## src/rtl/inv_shift_rows_stage.sv

```systemverilog
// AES InvShiftRows stage with a 2-entry elastic buffer and valid/ready handshakes.
// Optional macro SHIFT_ROWS_DIR_EN adds a dir input selecting forward ShiftRows per state.
module inv_shift_rows_stage #(
  parameter int unsigned DATA_W = 128
) (
  input  logic              clk,
  input  logic              reset,
`ifdef SHIFT_ROWS_DIR_EN
  input  logic              dir,
`endif
  input  logic              in_valid,
  output logic              in_ready,
  input  logic [DATA_W-1:0] in_data,
  output logic              out_valid,
  input  logic              out_ready,
  output logic [DATA_W-1:0] out_data,
  output logic [1:0]        occupancy
);

  localparam int unsigned BYTE_W = 8;
  localparam int unsigned CNT_W  = 2;

  logic [DATA_W-1:0] r_mem [2];
  logic              r_wr_ptr;
  logic              r_rd_ptr;
  logic [CNT_W-1:0]  r_count;
  logic              r_in_ready;
  logic              r_out_valid;

  logic              w_push;
  logic              w_pop;
  logic              w_fwd;
  logic [CNT_W-1:0]  w_count_nxt;
  logic [DATA_W-1:0] w_perm;

  // Byte k sits at row k%4, column k/4; byte 0 is the MSB. Each row r rotates by r columns.
  function automatic logic [DATA_W-1:0] shift_rows(input logic [DATA_W-1:0] s,
                                                   input logic             fwd);
    logic [DATA_W-1:0] o;
    logic [1:0]        src_c;
    o = '0;
    for (int r = 0; r < 4; r++) begin
      for (int c = 0; c < 4; c++) begin
        src_c = fwd ? 2'(c + r) : 2'(c - r);
        o[BYTE_W*(15-r-4*c) +: BYTE_W] = s[BYTE_W*(15-r-4*int'(src_c)) +: BYTE_W];
      end
    end
    return o;
  endfunction

`ifdef SHIFT_ROWS_DIR_EN
  assign w_fwd = dir;
`else
  assign w_fwd = 1'b0;
`endif

  assign w_push = in_valid & r_in_ready;
  assign w_pop  = r_out_valid & out_ready;
  assign w_perm = shift_rows(in_data, w_fwd);

  always_comb begin
    w_count_nxt = r_count;
    case ({w_push, w_pop})
      2'b10:   w_count_nxt = r_count + 2'd1;
      2'b01:   w_count_nxt = r_count - 2'd1;
      default: w_count_nxt = r_count;
    endcase
  end

  // Handshake flags are precomputed from the next count so they leave straight from flops.
  always_ff @(posedge clk) begin
    if (!reset) begin
      r_mem[0]    <= '0;
      r_mem[1]    <= '0;
      r_wr_ptr    <= 1'b0;
      r_rd_ptr    <= 1'b0;
      r_count     <= '0;
      r_in_ready  <= 1'b1;
      r_out_valid <= 1'b0;
    end else begin
      if (w_push) begin
        r_mem[r_wr_ptr] <= w_perm;
        r_wr_ptr        <= ~r_wr_ptr;
      end
      if (w_pop) begin
        r_rd_ptr <= ~r_rd_ptr;
      end
      r_count     <= w_count_nxt;
      r_in_ready  <= (w_count_nxt != 2'd2);
      r_out_valid <= (w_count_nxt != 2'd0);
    end
  end

  assign in_ready  = r_in_ready;
  assign out_valid = r_out_valid;
  assign out_data  = r_mem[r_rd_ptr];
  assign occupancy = r_count;

endmodule

```

## config.mk

```make
export PLATFORM = sky130hd
export DESIGN_NAME = inv_shift_rows_stage
export DESIGN_NICKNAME = d
export VERILOG_FILES = /design/src/rtl/inv_shift_rows_stage.sv
export SDC_FILE = /design/constraint.sdc
export NUM_CORES = 1
export LEC_CHECK = 0
export BUFFER_PORTS_ARGS = -buffer_cell sky130_fd_sc_hd__buf_2
export CORE_AREA = 2 2 219 113
export DETAILED_ROUTE_END_ITERATION = 16
export DIE_AREA = 0 0 221 115
export PLACE_DENSITY_LB_ADDON = 0.05
export SLEW_MARGIN = 20
export SYNTH_ARGS = -nofsm -noshare
export SYNTH_HDL_FRONTEND = slang
export SYNTH_SLANG_ARGS = --single-unit
```

## constraint.sdc

```tcl
create_clock -name clk -period 10.87 [get_ports clk]
set_input_delay 0.5435 -clock clk [delete_from_list [all_inputs] [get_ports clk]]
set_output_delay 0.5435 -clock clk [all_outputs]
set_load 0.01 [all_outputs]
```

==> PnR_summary.wiki <==
{| class="wikitable"
! Metric !! Value
|-
| Maximum ir drop on the vdd rail || 0.1069 mV
|-
| Clock transition at the registers of the reported paths || 0.06 ns
|-
| Synth Cell Area || 0.01133 sq mm
|-
| FF-to-FF End || r_mem[0][28]$_SDFFCE_PN0P_
|-
| Critical Path End Type || primary output
|-
| Req. time, crit path || 10.33 ns
|-
| Post-cts resize count || 0
|-
| Initial cell density of the core || 48.08%
|-
| Worst EP arrival || 2.93 ns
|-
| Post-DR wirelength/cell || 17.96 microns
|-
| Max Cap Viol || 0
|-
| Overall die height || 115 microns
|-
| Met1 demand-to-capacity share in global routing || 29.24%
|-
| Total CTS buffers || 25
|-
| Final weighted congestion in routability-driven placement || 0.7644
|-
| Global-route wire length before repair || 39.73 mm
|-
| Transition time at the pin with the least slew margin || 1.071 ns
|-
| Startpoint kind of the worst setup timing path || flop
|-
| Synthesis-stage register bit count || 263
|-
| Worst slack on hold paths || 0.3015 ns
|-
| Worst-case hold path end point || in_ready$_SDFF_PN1_
|-
| DRT antenna net count || 0
|-
| Setup repair after global routing missed its margin || false
|-
| PwrDens || 188.4 mW/mm^2
|-
| Crit path buf inv count || 2
|-
| Final Slew Violations || 0
|-
| Final TNS setup || 0 ns
|-
| Synth Instances || 859
|-
| Share of total power consumed by net switching || 27.12%
|-
| # Post-CTS Setup Buffers || 0
|-
| Library cell occupying the most area in the post-synthesis netlist || edfxtp_1
|-
| Total internal power || 0.001855 W
|-
| Share of total power in sequential cells || 50.0%
|-
| Max-slew headroom || 28.59%
|-
| EDFF count, synth || 256
|-
| Most congested layer reported by global routing || met1
|-
| Dominant synthesized flop cell || edfxtp_1
|-
| Worst-path maximum fanout || 73
|-
| Top cell type's share of synthesized area || 67.83%
|-
| Detailed Route WL || 25.79 mm
|-
| Global-route track usage on met3 || 6.491%
|-
| Clock tree from TritonCTS || yes
|-
| Global route overflow || 0
|-
| M2 GR Usage || 29.19%
|-
| Clock Tree Root || clkbuf_16
|-
| Largest delay contributor family on the critical path || buffers and inverters
|-
| Final setup fails || 0
|-
| Mean cell area of the mapped netlist || 13.19 sq um
|-
| Min-Delay Startpoint || reset
|-
| Total vias in the final route || 7092
|-
| Aggregate global-route resource usage || 20.01%
|-
| Count of warnings emitted by yosys || 0
|-
| Core Util, Final || 57.31%
|-
| Layout area overhead || 19.21%
|-
| Rows || 40
|-
| Static leakage || 5.659 nW
|-
| CTS Sinks || 263
|-
| Fmax || 287.7 MHz
|-
| Initial antenna violation count || 5
|-
| Area contributors post-synth || edfxtp_1, mux2_2, nor2_1, nand2_1, nand2_2
|-
| FF-to-FF Start || in_ready$_SDFF_PN1_
|-
| Iteration-0 DRC Markers || 431
|-
| Hold path cells || 2
|-
| Critical setup path kind || flop to primary output
|-
| Final Hold Violating Endpoints || 0
|-
| DR DRC count || 0
|-
| DRT Pass-1 Iters || 5
|-
| Number of hold buffers added after cts || 0
|-
| Number of vias per cell || 4.939
|-
| Boundary Pins || 264
|-
| Area of the die || 0.02542 sq mm
|-
| Clock Power Share || 32.2%
|-
| Min cycle time layout || 3.475 ns
|-
| Type of the most critical hold path || input pin to flop
|-
| Worst clock skew on the final layout || 0.009284 ns
|-
| Clock latency of the later-clocked register in the worst-skew pair || 0.53 ns
|-
| Core footprint || 0.02357 sq mm
|-
| Result of the run || finished, final reports clean
|-
| Number of H-tree branching levels || 1
|-
| Maximum clock insertion buffer count || 3
|-
| Cell-by-cell listing of the critical path || buf_4, mux2_2, buf_2
|-
| Slowest cell delay on critical path || 0.89 ns
|-
| Share of the clock period used by the worst path after layout || 31.97%
|-
| Final HPWL from detailed placement || 15.02 mm
|-
| Sequential-to-total area share from yosys stat || 69.07%
|-
| Die Span X || 221 microns
|-
| Proportion of power drawn by combinational gates || 17.7%
|-
| Post-synthesis net count || 992
|-
| Synth async-reset ratio || 0%
|-
| PortBufs || 263
|-
| Critical path's slowest cell || buf_4
|-
| Net switching component of the power || 0.0006901 W
|-
| Synth unique cells || 27
|-
| Register-to-register setup slack || 8.03 ns
|-
| Pin count of the biggest net entering global routing || 77
|-
| Worst R2R Path Depth || 4
|-
| Via count of the first global-routing pass || 6967
|-
| Fraction of layout instances using a drive strength above 1 || 41.95%
|-
| Net count reported at finish || 1233
|}
## worst reg2reg max path, stage by stage, from the launching register on
cell     delay (ns)
dfxtp_1        0.48
nand2_1        0.21
o21ai_4        0.15
buf_4          0.60
buf_4          0.89
## cell usage in the layout (no fill, tap or decap), types with 2 or more instances in the layout
master / Yosys / final
nand2b_1: 3 / 2
dfxtp_1: 7 / 6
nand2_2: 30 / 30
inv_1: 2 / 2
nand2_4: 0 / 2
nor2_1: 256 / 256
clkinv_2: 0 / 8
diode_2: 0 / 3
mux2_2: 128 / 128
clkinv_1: 0 / 7
nand2_1: 102 / 100
and2_1: 2 / 2
buf_2: 30 / 263
clkbuf_16: 0 / 25
nor2b_1: 2 / 2
edfxtp_1: 256 / 256
clkbuf_1: 8 / 3
o21ai_0: 3 / 2
buf_4: 0 / 7
xnor2_1: 3 / 3
## power groups by stage
stage / clock network [W] / logic, W / registers (W)
after CTS: 0.000836 / 0.000459 / 0.00128
after detailed placement: 0 / 0.000456 / 0.00130
after floorplan: 0 / 0.000296 / 0.00129
after global routing: 0.000877 / 0.000490 / 0.00128
after global placement: 0 / 0.000456 / 0.00130
final: 0.000820 / 0.000451 / 0.00127
## cell usage after synthesis (2+ instances only)
cell and n:
o21ai_0 3, buf_6 10, nand2_1 102, inv_1 2
nor2_1 256, nand2b_1 3, clkbuf_1 8, buf_2 30
nand2_2 30, and2_1 2, buf_8 3, dfxtp_1 7
mux2_2 128, xnor2_1 3, edfxtp_1 256, nor2b_1 2
buf_1 4
## worst max path at each step
stage | start | end | slack (ns) | cells after the start
6_report | flop | out_data[49] | 7.39 | 3
5_1_grt | flop | out_data[21] | 7.21 | 3
4_1_cts | flop | out_data[7] | 7.31 | 3
3_5_place_dp | in_valid | r_mem[0][51]$_SDFFCE_PN0P_ | 7.87 | 5
3_3_place_gp | in_valid | r_mem[0][49]$_SDFFCE_PN0P_ | 7.90 | 5
2_1_floorplan | in_valid | r_mem[0][0]$_SDFFCE_PN0P_ | 0.48 | 2
## logic make-up after synthesis
logic type / Yosys count / synth area share [%]
and+or+nand+nor: 399 / 14.13
DFF: 263 / 69.07
muxes: 128 / 12.72
buffers and inverters: 58 / 3.356
AOI/OAI and AO/OA: 6 / 0.3092
xor gates and xnor gates: 4 / 0.3092
adders and majority gates: 1 / 0.1104
## final cells by class
cell class	count	area, sq um
Fill cell	2019	10060
Sequential cell	263	7831
Multi-Input combinational cell	538	3159
Timing Repair Buffer	270	1369
Clock buffer	28	636.9
Tap cell	315	394.1
Clock inverter	17	105.1
Inverter	2	7.507
Antenna cell	3	7.507
## metal layers
layer	routed length [microns]	vias up
met5	27	-
met1	12250	3416
met2	11120	185
li1	-	3447
met4	476	4
met3	1911	40
## state kept, by name, indices dropped and copies added, names as in the netlist, named ones only
signal	count
out_valid	1
r_wr_ptr	1
occupancy	2
r_mem	256
in_ready	1
r_rd_ptr	1
## through the flow
step	power, W	instances	worst slack, ns	instance area, sq um
final	0.002545	1436	7.395	13510
after global routing	0.002651	1435	7.205	13510
after CTS	0.002570	1433	7.311	13500
after detailed placement	0.001753	1388	7.873	12760
after global placement	0.001751	1388	7.897	12760
after floorplan	0.001591	859	0.4814	11330
Power figures use the tool's default switching activity.
